===== config.mk =====
export PLATFORM = sky130hd
export DESIGN_NAME = mem_copy_master_flat
export DESIGN_NICKNAME = d
export VERILOG_FILES = /design/src/rtl/mem_bus_pkg.sv /design/src/rtl/mem_copy_master_if.sv /design/src/rtl/mem_copy_master.sv /design/src/flat_wrapper.sv
export SDC_FILE = /design/constraint.sdc
export NUM_CORES = 1
export LEC_CHECK = 0
export CORE_ASPECT_RATIO = 0.8
export CORE_MARGIN = 4
export CORE_UTILIZATION = 49
export DETAILED_ROUTE_END_ITERATION = 6
export PLACE_DENSITY = 0.8
export RECOVER_POWER = 25
export SLEW_MARGIN = 10
export SYNTH_ARGS = -nofsm -noshare
export SYNTH_HDL_FRONTEND = slang
export SYNTH_SLANG_ARGS = --single-unit

===== constraint.sdc =====
create_clock -name clk -period 2.8 [get_ports clk]
set_clock_uncertainty 0.05 [all_clocks]
set_input_delay 0.28 -clock clk [delete_from_list [all_inputs] [get_ports clk]]
set_output_delay 0.28 -clock clk [all_outputs]
set_load 0.1 [all_outputs]

===== src/rtl/mem_bus_pkg.sv =====
// Shared memory-bus constants and the copy-engine state encoding.
package mem_bus_pkg;

    localparam logic [3:0]  WSTRB_READ = 4'b0000;
    localparam logic [3:0]  WSTRB_WORD = 4'b1111;
    localparam logic [31:0] WORD_BYTES = 32'd4;

    typedef enum logic [2:0] {
        IDLE,
        RD,
        RD_GAP,
        WR,
        WR_GAP,
        DONE
    } copy_state_e;

endpackage


===== src/rtl/mem_copy_master_if.sv =====
// Single-beat word bus between the copy master and a memory responder.
interface mem_copy_master_if;

    // Handshake: the master holds mem_valid with stable mem_addr/mem_wdata/mem_wstrb
    // until it samples mem_ready=1 on a rising edge; that edge completes the beat and
    // mem_rdata is meaningful only in the cycle mem_ready is high.
    logic        mem_valid;
    logic        mem_ready;
    logic [31:0] mem_addr;
    logic [31:0] mem_wdata;
    logic [3:0]  mem_wstrb;
    logic [31:0] mem_rdata;

    modport master (
        output mem_valid, mem_addr, mem_wdata, mem_wstrb,
        input  mem_ready, mem_rdata
    );

    modport slave (
        input  mem_valid, mem_addr, mem_wdata, mem_wstrb,
        output mem_ready, mem_rdata
    );

endinterface


===== src/rtl/mem_copy_master.sv =====
// Word-by-word memory copy engine (read, gap, write, gap); optional fill mode
// is built only when MEM_COPY_FILL_EN is defined.
module mem_copy_master
    import mem_bus_pkg::*;
#(
    parameter int LEN_W = 16
) (
    input  logic                 clk,
    input  logic                 reset_n,
    input  logic                 start,
    input  logic [31:0]          src_addr,
    input  logic [31:0]          dst_addr,
    input  logic [LEN_W-1:0]     len_words,
    input  logic                 fill_mode,
    input  logic [31:0]          fill_value,
    output logic                 busy,
    output logic                 done,
    output copy_state_e          dbg_state,
    mem_copy_master_if.master    bus
);

    copy_state_e      state_q, state_d;
    logic [31:0]      src_q, src_d, dst_q, dst_d, data_q, data_d;
    logic [LEN_W-1:0] rem_q, rem_d;
    logic [31:0]      addr_q, addr_d, wdata_q, wdata_d;
    logic [3:0]       wstrb_q, wstrb_d;
    logic             fill_sel;
    logic [31:0]      fill_word;

`ifdef MEM_COPY_FILL_EN
    logic        fill_q, fill_d;
    logic [31:0] fill_val_q, fill_val_d;

    always_comb begin
        fill_d     = fill_q;
        fill_val_d = fill_val_q;
        if (state_q == IDLE && start) begin
            fill_d     = fill_mode;
            fill_val_d = fill_value;
        end
    end

    always_ff @(posedge clk) begin
        if (!reset_n) begin
            fill_q     <= 1'b0;
            fill_val_q <= '0;
        end else begin
            fill_q     <= fill_d;
            fill_val_q <= fill_val_d;
        end
    end

    // The "_d" view lets the start cycle pick WR and its data directly from the inputs.
    assign fill_sel  = fill_d;
    assign fill_word = fill_val_d;
`else
    logic unused_fill;
    assign unused_fill = ^{fill_mode, fill_value};
    assign fill_sel    = 1'b0;
    assign fill_word   = '0;
`endif

    always_comb begin
        state_d = state_q;
        src_d   = src_q;
        dst_d   = dst_q;
        rem_d   = rem_q;
        data_d  = data_q;
        addr_d  = addr_q;
        wdata_d = wdata_q;
        wstrb_d = wstrb_q;
        unique case (state_q)
            IDLE: begin
                if (start) begin
                    src_d = {src_addr[31:2], 2'b00};
                    dst_d = {dst_addr[31:2], 2'b00};
                    rem_d = len_words;
                    if (len_words == '0)  state_d = DONE;
                    else if (fill_sel)    state_d = WR;
                    else                  state_d = RD;
                end
            end
            RD: begin
                if (bus.mem_ready) begin
                    data_d  = bus.mem_rdata;
                    state_d = RD_GAP;
                end
            end
            RD_GAP: state_d = WR;
            WR: begin
                if (bus.mem_ready) begin
                    rem_d   = rem_q - LEN_W'(1);
                    src_d   = src_q + WORD_BYTES;
                    dst_d   = dst_q + WORD_BYTES;
                    state_d = (rem_q == LEN_W'(1)) ? DONE : WR_GAP;
                end
            end
            WR_GAP: state_d = fill_sel ? WR : RD;
            DONE:   state_d = IDLE;
            default: state_d = IDLE;
        endcase

        // Bus fields are loaded only on entry to an access state so they hold while waiting.
        if (state_d == RD && state_q != RD) begin
            addr_d  = src_d;
            wstrb_d = WSTRB_READ;
        end
        if (state_d == WR && state_q != WR) begin
            addr_d  = dst_d;
            wstrb_d = WSTRB_WORD;
            wdata_d = fill_sel ? fill_word : data_q;
        end
    end

    always_ff @(posedge clk) begin
        if (!reset_n) begin
            state_q <= IDLE;
            src_q   <= '0;
            dst_q   <= '0;
            rem_q   <= '0;
            data_q  <= '0;
            addr_q  <= '0;
            wdata_q <= '0;
            wstrb_q <= WSTRB_READ;
        end else begin
            state_q <= state_d;
            src_q   <= src_d;
            dst_q   <= dst_d;
            rem_q   <= rem_d;
            data_q  <= data_d;
            addr_q  <= addr_d;
            wdata_q <= wdata_d;
            wstrb_q <= wstrb_d;
        end
    end

    assign bus.mem_valid = (state_q == RD) || (state_q == WR);
    assign bus.mem_addr  = addr_q;
    assign bus.mem_wdata = wdata_q;
    assign bus.mem_wstrb = wstrb_q;
    assign busy          = (state_q == RD) || (state_q == RD_GAP) ||
                           (state_q == WR) || (state_q == WR_GAP);
    assign done          = (state_q == DONE);
    assign dbg_state     = state_q;

endmodule


===== src/flat_wrapper.sv =====
// flat-port wrapper written by rule: the top's interface ports become plain ports
module mem_copy_master_flat import mem_bus_pkg::*;
#(
    parameter int LEN_W = 16
)
  (clk, reset_n, start, src_addr, dst_addr, len_words, fill_mode, fill_value, busy, done, dbg_state, bus_mem_valid, bus_mem_addr, bus_mem_wdata, bus_mem_wstrb, bus_mem_ready, bus_mem_rdata);
  mem_copy_master_if bus_i ();
  input  logic clk;
  input  logic reset_n;
  input  logic start;
  input  logic [31:0] src_addr;
  input  logic [31:0] dst_addr;
  input  logic [LEN_W-1:0] len_words;
  input  logic fill_mode;
  input  logic [31:0] fill_value;
  output logic busy;
  output logic done;
  output copy_state_e dbg_state;
  output wire logic [$bits(bus_i.mem_valid)-1:0] bus_mem_valid;
  output wire logic [$bits(bus_i.mem_addr)-1:0] bus_mem_addr;
  output wire logic [$bits(bus_i.mem_wdata)-1:0] bus_mem_wdata;
  output wire logic [$bits(bus_i.mem_wstrb)-1:0] bus_mem_wstrb;
  input wire logic [$bits(bus_i.mem_ready)-1:0] bus_mem_ready;
  input wire logic [$bits(bus_i.mem_rdata)-1:0] bus_mem_rdata;
  assign bus_mem_valid = bus_i.mem_valid;
  assign bus_mem_addr = bus_i.mem_addr;
  assign bus_mem_wdata = bus_i.mem_wdata;
  assign bus_mem_wstrb = bus_i.mem_wstrb;
  assign bus_i.mem_ready = bus_mem_ready;
  assign bus_i.mem_rdata = bus_mem_rdata;
  mem_copy_master #(.LEN_W(LEN_W)) u_core (.clk(clk), .reset_n(reset_n), .start(start), .src_addr(src_addr), .dst_addr(dst_addr), .len_words(len_words), .fill_mode(fill_mode), .fill_value(fill_value), .busy(busy), .done(done), .dbg_state(dbg_state), .bus(bus_i));
endmodule

==> results.cfg, run 1 <==
[global_route]
grt_pass1_wl_um = 43600
overflow = 0
grt_usage_pct = 27.2
grt_pass1_vias = 8255
grt_start_max_net_pins = 101
antenna_found_initial = 1

[worst_hold_path]
min_from = reset_n
worstHoldEndpoint = u_core.src_q[19]$_SDFF_PN0_
whs_path_depth = 2
hp-class = in -> reg

[worst_setup_path]
worstSetupPathType = reg -> reg
cp.arrival_ns = 2.70
r2r_cells = 7
reg2reg_slack_ns = 0.34
endpoint_kind = flip-flop
critPathRequiredTime_ns = 3.04
path_delay_family = compound AO/OA/AOI/OAI gates
cp.buffers_inverters = 0
cp_cell_sequence = ha_1 -> nand3_1 -> or3_1 -> o311a_1 -> a211oi_1 -> or3_1 -> o211ai_1
crit_path_frequent_cell = or3_1
rr_startpoint = u_core.src_q[2]$_SDFF_PN0_
slowest_delay_ns = 0.48
crit_fanout = 6
setup.worst_path.start_class = flip-flop
rr_endpoint = u_core.bus.mem_addr[14]$_SDFFE_PN0P_
crit_slowest_cell = or3_1

[logic_synthesis]
synthArstFlopShare_pct = 0
yosys-top-cells-area = dfxtp_1 (42%), nand2_1 (9.6%), a21oi_1 (6.9%), nor2_1 (3.5%), nand3_1 (2.7%)
synth_top_cell_area_share_pct = 41.9
netlist_instances = 1105
syn_nets = 1258
synthTopCellsByCount = nand2_1 (219), dfxtp_1 (180), a21oi_1 (118), nor2_1 (81), clkbuf_1 (53)
yosysWarnings = 0
ys_types = 77
synth-seq-cells = 180
synth-edff-count = 0
ys_seq_area_share_pct = 41.9
avgSynthCellArea_um2 = 7.78
ys.flop_type = dfxtp_1
synth_area_um2 = 8590
synth_area_leader_cell = dfxtp_1
synthMostInstantiatedCell = nand2_1

[outcome]
status = finished clean

[sta]
timing.final.hold_violations = 0
period_needed_ns = 2.46
max_freq_mhz = 406
slew_headroom_pct = 14.5
slew_violations = 0
setup_viol_count_final = 0
setup_tns_ns = 0
grt_setup_unrepaired = false
worst_pin_slew_ns = 1.29
period_share_pct = 87.9

[power]
p_leak_nw = 3.87
p_per_area_nw_per_um2 = 626
p_total_w = 0.00688
ir_drop_v = 0.000455

[die]
std_cell_rows = 43
core_area_um2 = 17300
die-height_um = 126
start_util_pct = 49.8
die_w_um = 156
dieArea_um2 = 19700
ioPinCount = 223

[clock_network]
post_cts_buffers = 0
clock-sinks = 180
cts_tree = yes
cts_resized = 0
root_buffer = clkbuf_16
cts_made_buffers = 17
clock_latency_ns = 0.44
htree_levels = 4
cts_hold_buf = 0
clk_path_buf_depth = 2
clk_pin_slew_ns = 0.07

[route]
drc_errors = 0
drtPass1Iterations = 6
wl_um = 27800
detail_route.wl_per_cell_um = 18.5
vias = 9078
final_antenna_net_count = 0
drt_iter0_markers = 931
vias_per_cell = 6.03

[cells_and_area]
fin_area_um2 = 11000
drive_gt1_share_pct = 9.52
area_growth_pct = 27.9
layout.nets = 1421
nFillCells = 1501
final_core_util_pct = 63.6
n_antenna_cell = 0

[placement]
post-dp-hpwl_um = 19100
place_congestion = 0.931
place_area_um2 = 10600
numPortBuffers = 185

[run]
cap_violations = 0
-- metrics by stage --
stage | instances | setup slack (ns) | hold slack [ns]
floorplan | 1105 | -0.0915 | 0.366
global placement | 1474 | 0.0735 | 0.386
detailed placement | 1474 | 0.0744 | 0.392
CTS | 1506 | 0.390 | 0.190
global route | 1506 | 0.136 | 0.196
finish | 1506 | 0.340 | 0.211
-- layout by cell type (no fill, tap or decap), types with 7 or more instances in the layout --
master | Yosys | routed
or3_1 | 9 | 9
nand3_1 | 47 | 47
and3_1 | 20 | 20
clkdlybuf4s50_1 | 0 | 109
a21o_1 | 7 | 7
clkbuf_1 | 53 | 62
clkbuf_16 | 0 | 17
o311ai_0 | 8 | 8
nand2_1 | 219 | 219
o21ai_0 | 42 | 42
nor3_1 | 35 | 35
o211ai_1 | 14 | 14
dfxtp_1 | 180 | 180
a21oi_1 | 118 | 118
a221oi_1 | 18 | 18
nor2_1 | 81 | 79
a22oi_1 | 11 | 11
inv_1 | 9 | 8
nor4_1 | 16 | 16
buf_4 | 3 | 54
and2_1 | 14 | 14
nand4_1 | 21 | 21
a31oi_1 | 24 | 24
-- worst register-to-register path, cell delays in order, from the launching register on --
cell and delay, ns:
dfxtp_1 0.38, ha_1 0.24, nand3_1 0.11, or3_1 0.48
o311a_1 0.38, a211oi_1 0.42, or3_1 0.17, o211ai_1 0.09
-- cells by family (layout without fill, tap and decap cells) --
group | count (synthesis) | in the layout | share of synthesized area, %
flops | 180 | 180 | 41.9
fa+ha+maj | 4 | 4 | 0.582
buf+inv | 98 | 274 | 5.07
compound gates | 310 | 310 | 23.3
simple gates | 502 | 502 | 27.9
mux | 4 | 4 | 0.466
xor+xnor | 7 | 7 | 0.713
-- report_power, final --
group          internal, W  switching, W  total [W]
Clock              0.00129       0.00119    0.00248
Combinational     0.000488       0.00105    0.00153
Sequential         0.00272      0.000141    0.00286
Total              0.00450       0.00238    0.00688
-- metal layers --
| metal | global-route usage, % | part of all wire, % | vias up |
|---|---|---|---|
| met3 | 8.22 | 12 | 51 |
| met2 | 40.0 | 43 | 467 |
| met5 | 0 | 0.043 | - |
| met4 | 7.26 | 2.1 | 2 |
| met1 | 39.0 | 43 | 4220 |
| li1 | - | - | 4338 |
-- worst max-delay path by stage --
stage	startpoint	slack, ns	depth (start not counted)	end
final	u_core.src_q[2]$_SDFF_PN0_	0.34	7	u_core.bus.mem_addr[14]$_SDFFE_PN0P_
after global routing	u_core.rem_q[6]$_SDFFE_PN0P_	0.14	7	u_core.bus.mem_addr[30]$_SDFFE_PN0P_
after CTS	u_core.src_q[2]$_SDFF_PN0_	0.39	7	u_core.bus.mem_addr[14]$_SDFFE_PN0P_
after detailed placement	bus_mem_ready	0.07	7	u_core.bus.mem_addr[14]$_SDFFE_PN0P_
after global placement	bus_mem_ready	0.07	7	u_core.bus.mem_addr[14]$_SDFFE_PN0P_
after floorplan	u_core.dbg_state[0]$_SDFF_PN0_	-0.09	8	u_core.data_q[10]$_SDFFE_PN0P_
-- flip-flops by register name, indices dropped and copies added, names as in the netlist --
name,count
u_core.bus.mem_addr,32
u_core.bus.mem_wstrb,1
u_core.bus.mem_wdata,32
u_core.dst_q,32
u_core.data_q,32
u_core.rem_q,16
u_core.src_q,32
u_core.dbg_state,3
-- layout make-up --
type                       count  area (µm²)  area share, %
timing repair buffer         233        1860           17.0
tap                          225         282           2.56
inverter                       9        36.3          0.330
sequential                   180        3600           32.8
clock buffer                  17         425           3.87
clock inverter                15         188           1.71
multi-input combinational    827        4590           41.8
(Power assumes the default switching activity.)
==> run 2: changes to the inputs <==
--- a/config.mk
+++ b/config.mk
@@ -5,6 +5,7 @@
 export SDC_FILE = /design/constraint.sdc
 export NUM_CORES = 1
 export LEC_CHECK = 0
+export CAP_MARGIN = 20
 export CORE_ASPECT_RATIO = 0.8
 export CORE_MARGIN = 4
 export CORE_UTILIZATION = 49
==> results of run 2 <==
Same layout as run 1: the final DEF is identical, and so are final timing and power.
==> run 3: changes to the inputs <==
--- a/config.mk
+++ b/config.mk
@@ -12,6 +12,8 @@
 export DETAILED_ROUTE_END_ITERATION = 6
 export PLACE_DENSITY = 0.8
 export RECOVER_POWER = 25
+export REMOVE_ABC_BUFFERS = 1
+export SKIP_LAST_GASP = 1
 export SLEW_MARGIN = 10
 export SYNTH_ARGS = -nofsm -noshare
 export SYNTH_HDL_FRONTEND = slang
==> run 3 against run 2 <==
Clock power is 4% higher. Wire length is 2.7% lower. Register-to-register slack worse by 0.09 ns. Cell area is 0.18% lower. Die area stayed put. First-iteration DRC count is 1.9% lower. Setup slack worse by 0.094 ns. Global-route usage is 0.75 points lower. Cell count is 0.46% lower. Critical path type unchanged. Largest cell class unchanged.
==> results.cfg, run 3 (same netlist as run 1, synthesis figures left out) <==
[sta]
setup_viol_count_final = 0
slew_violations = 0
slew_headroom_pct = 16.5
period_needed_ns = 2.55
max_freq_mhz = 392
timing.final.hold_violations = 0
worst_slack_ns = 0.246
hold_slack_ns = 0.137
setup_tns_ns = 0
period_share_pct = 91.2
grt_setup_unrepaired = false
worst_pin_slew_ns = 1.26

[run]
cap_violations = 0

[clock_network]
clock_latency_ns = 0.44
cts_made_buffers = 17
post_cts_buffers = 0
cts_tree = yes
clk_pin_slew_ns = 0.08
cts_hold_buf = 0
cts_resized = 0
clk_path_buf_depth = 2
htree_levels = 4
clock-sinks = 180
root_buffer = clkbuf_16

[global_route]
grt_pass1_wl_um = 42300
grt_usage_pct = 26.5
overflow = 0
grt_start_max_net_pins = 150
grt_pass1_vias = 8130
antenna_found_initial = 0

[placement]
post-dp-hpwl_um = 18200
numPortBuffers = 185
place_congestion = 0.935
dpl_worst_slack_ns = 0.00481
dp.cells = 1467

[power]
p_per_area_nw_per_um2 = 632
ir_drop_v = 0.000411
p_total_w = 0.00693
p_leak_nw = 3.84

[die]
die-height_um = 126
ioPinCount = 223
die_w_um = 156
start_util_pct = 49.8
std_cell_rows = 43
dieArea_um2 = 19700
core_area_um2 = 17300

[cells_and_area]
n_antenna_cell = 0
layout.nets = 1414
layout_common_cells = nand2_1 (219), dfxtp_1 (180), a21oi_1 (118), clkdlybuf4s50_1 (109), nor2_1 (80)
fin_cells = 1499
final_common_cell = nand2_1
area_growth_pct = 27.6
drive_gt1_share_pct = 8.79

[route]
final_antenna_net_count = 0
vias = 9070
detail_route.wl_per_cell_um = 18.0
drtPass1Iterations = 5
vias_per_cell = 6.05
drt_iter0_markers = 913
wl_um = 27000
drc_errors = 0

[worst_setup_path]
critPathRequiredTime_ns = 3.04
worstSetupPathType = reg -> reg
setup.worst_path.start_class = flip-flop
crit_fanout = 9
endpoint_kind = flip-flop
cp.arrival_ns = 2.80

[outcome]
status = finished clean

[worst_hold_path]
hp-class = in -> reg
==> run 3: cell count changes in the layout (fill, tap and decap cells not counted), sizes merged <==
| cell | delta |
|---|---|
| clkinv | +2 |
| inv | -2 |
| buf | -7 |
==> run 3: path summary, 6_finish.rpt <==
| check | from | to | slack (ns) | cells past startpoint |
|---|---|---|---|---|
| worst min-delay path | reset_n | u_core.bus.mem_addr[11]$_SDFFE_PN0P_ | 0.14 | 3 |
| worst min register to register | u_core.data_q[30]$_SDFFE_PN0P_ | u_core.bus.mem_wdata[30]$_SDFFE_PN0P_ | 0.40 | 2 |
| worst max register to register | u_core.src_q[2]$_SDFF_PN0_ | u_core.bus.mem_addr[14]$_SDFFE_PN0P_ | 0.25 | 7 |
| worst max-delay path | u_core.src_q[2]$_SDFF_PN0_ | u_core.bus.mem_addr[14]$_SDFFE_PN0P_ | 0.25 | 7 |
==> run 3: worst max-delay path, stage by stage, from the launching register on <==
cell	delay [ns]
dfxtp_1	0.43
ha_1	0.27
nand3_1	0.12
or3_1	0.55
o311a_1	0.39
a211oi_1	0.35
or3_1	0.17
o211ai_1	0.08
==> run 3: metrics by stage <==
stage                     instance area [µm²]  utilization, %
final                                   11000            63.5
after global routing                    11000            63.5
after CTS                               11200            64.9
after detailed placement                10600            61.1
after global placement                  10600            61.1
after floorplan                          8190               -
==> run 3: power by group <==
part           total [W]  switching (W)  internal, W  leakage [nW]
Clock            0.00257        0.00125      0.00132         0.314
Sequential       0.00286       0.000144      0.00272          1.47
Combinational    0.00150        0.00102     0.000480          2.06
Total            0.00693        0.00241      0.00452          3.84
==> run 3: layer usage <==
layer	track usage [%]	vias up	part of all wire [%]
li1	-	4328	-
met1	37.6	4228	43
met2	39.5	474	44
met3	6.89	40	11
met4	8.29	0	1.9
met5	0	-	0
==> run 3: final cells by class <==
| cell class | instances | area, µm² |
|---|---|---|
| well taps | 225 | 282 |
| multi-input cells | 827 | 4570 |
| repair buffers | 226 | 1820 |
| inverters | 9 | 36.3 |
| fillers | 1544 | 6300 |
| clock inverters | 15 | 225 |
| flip-flops and latches | 180 | 3600 |
| clock buffers | 17 | 425 |
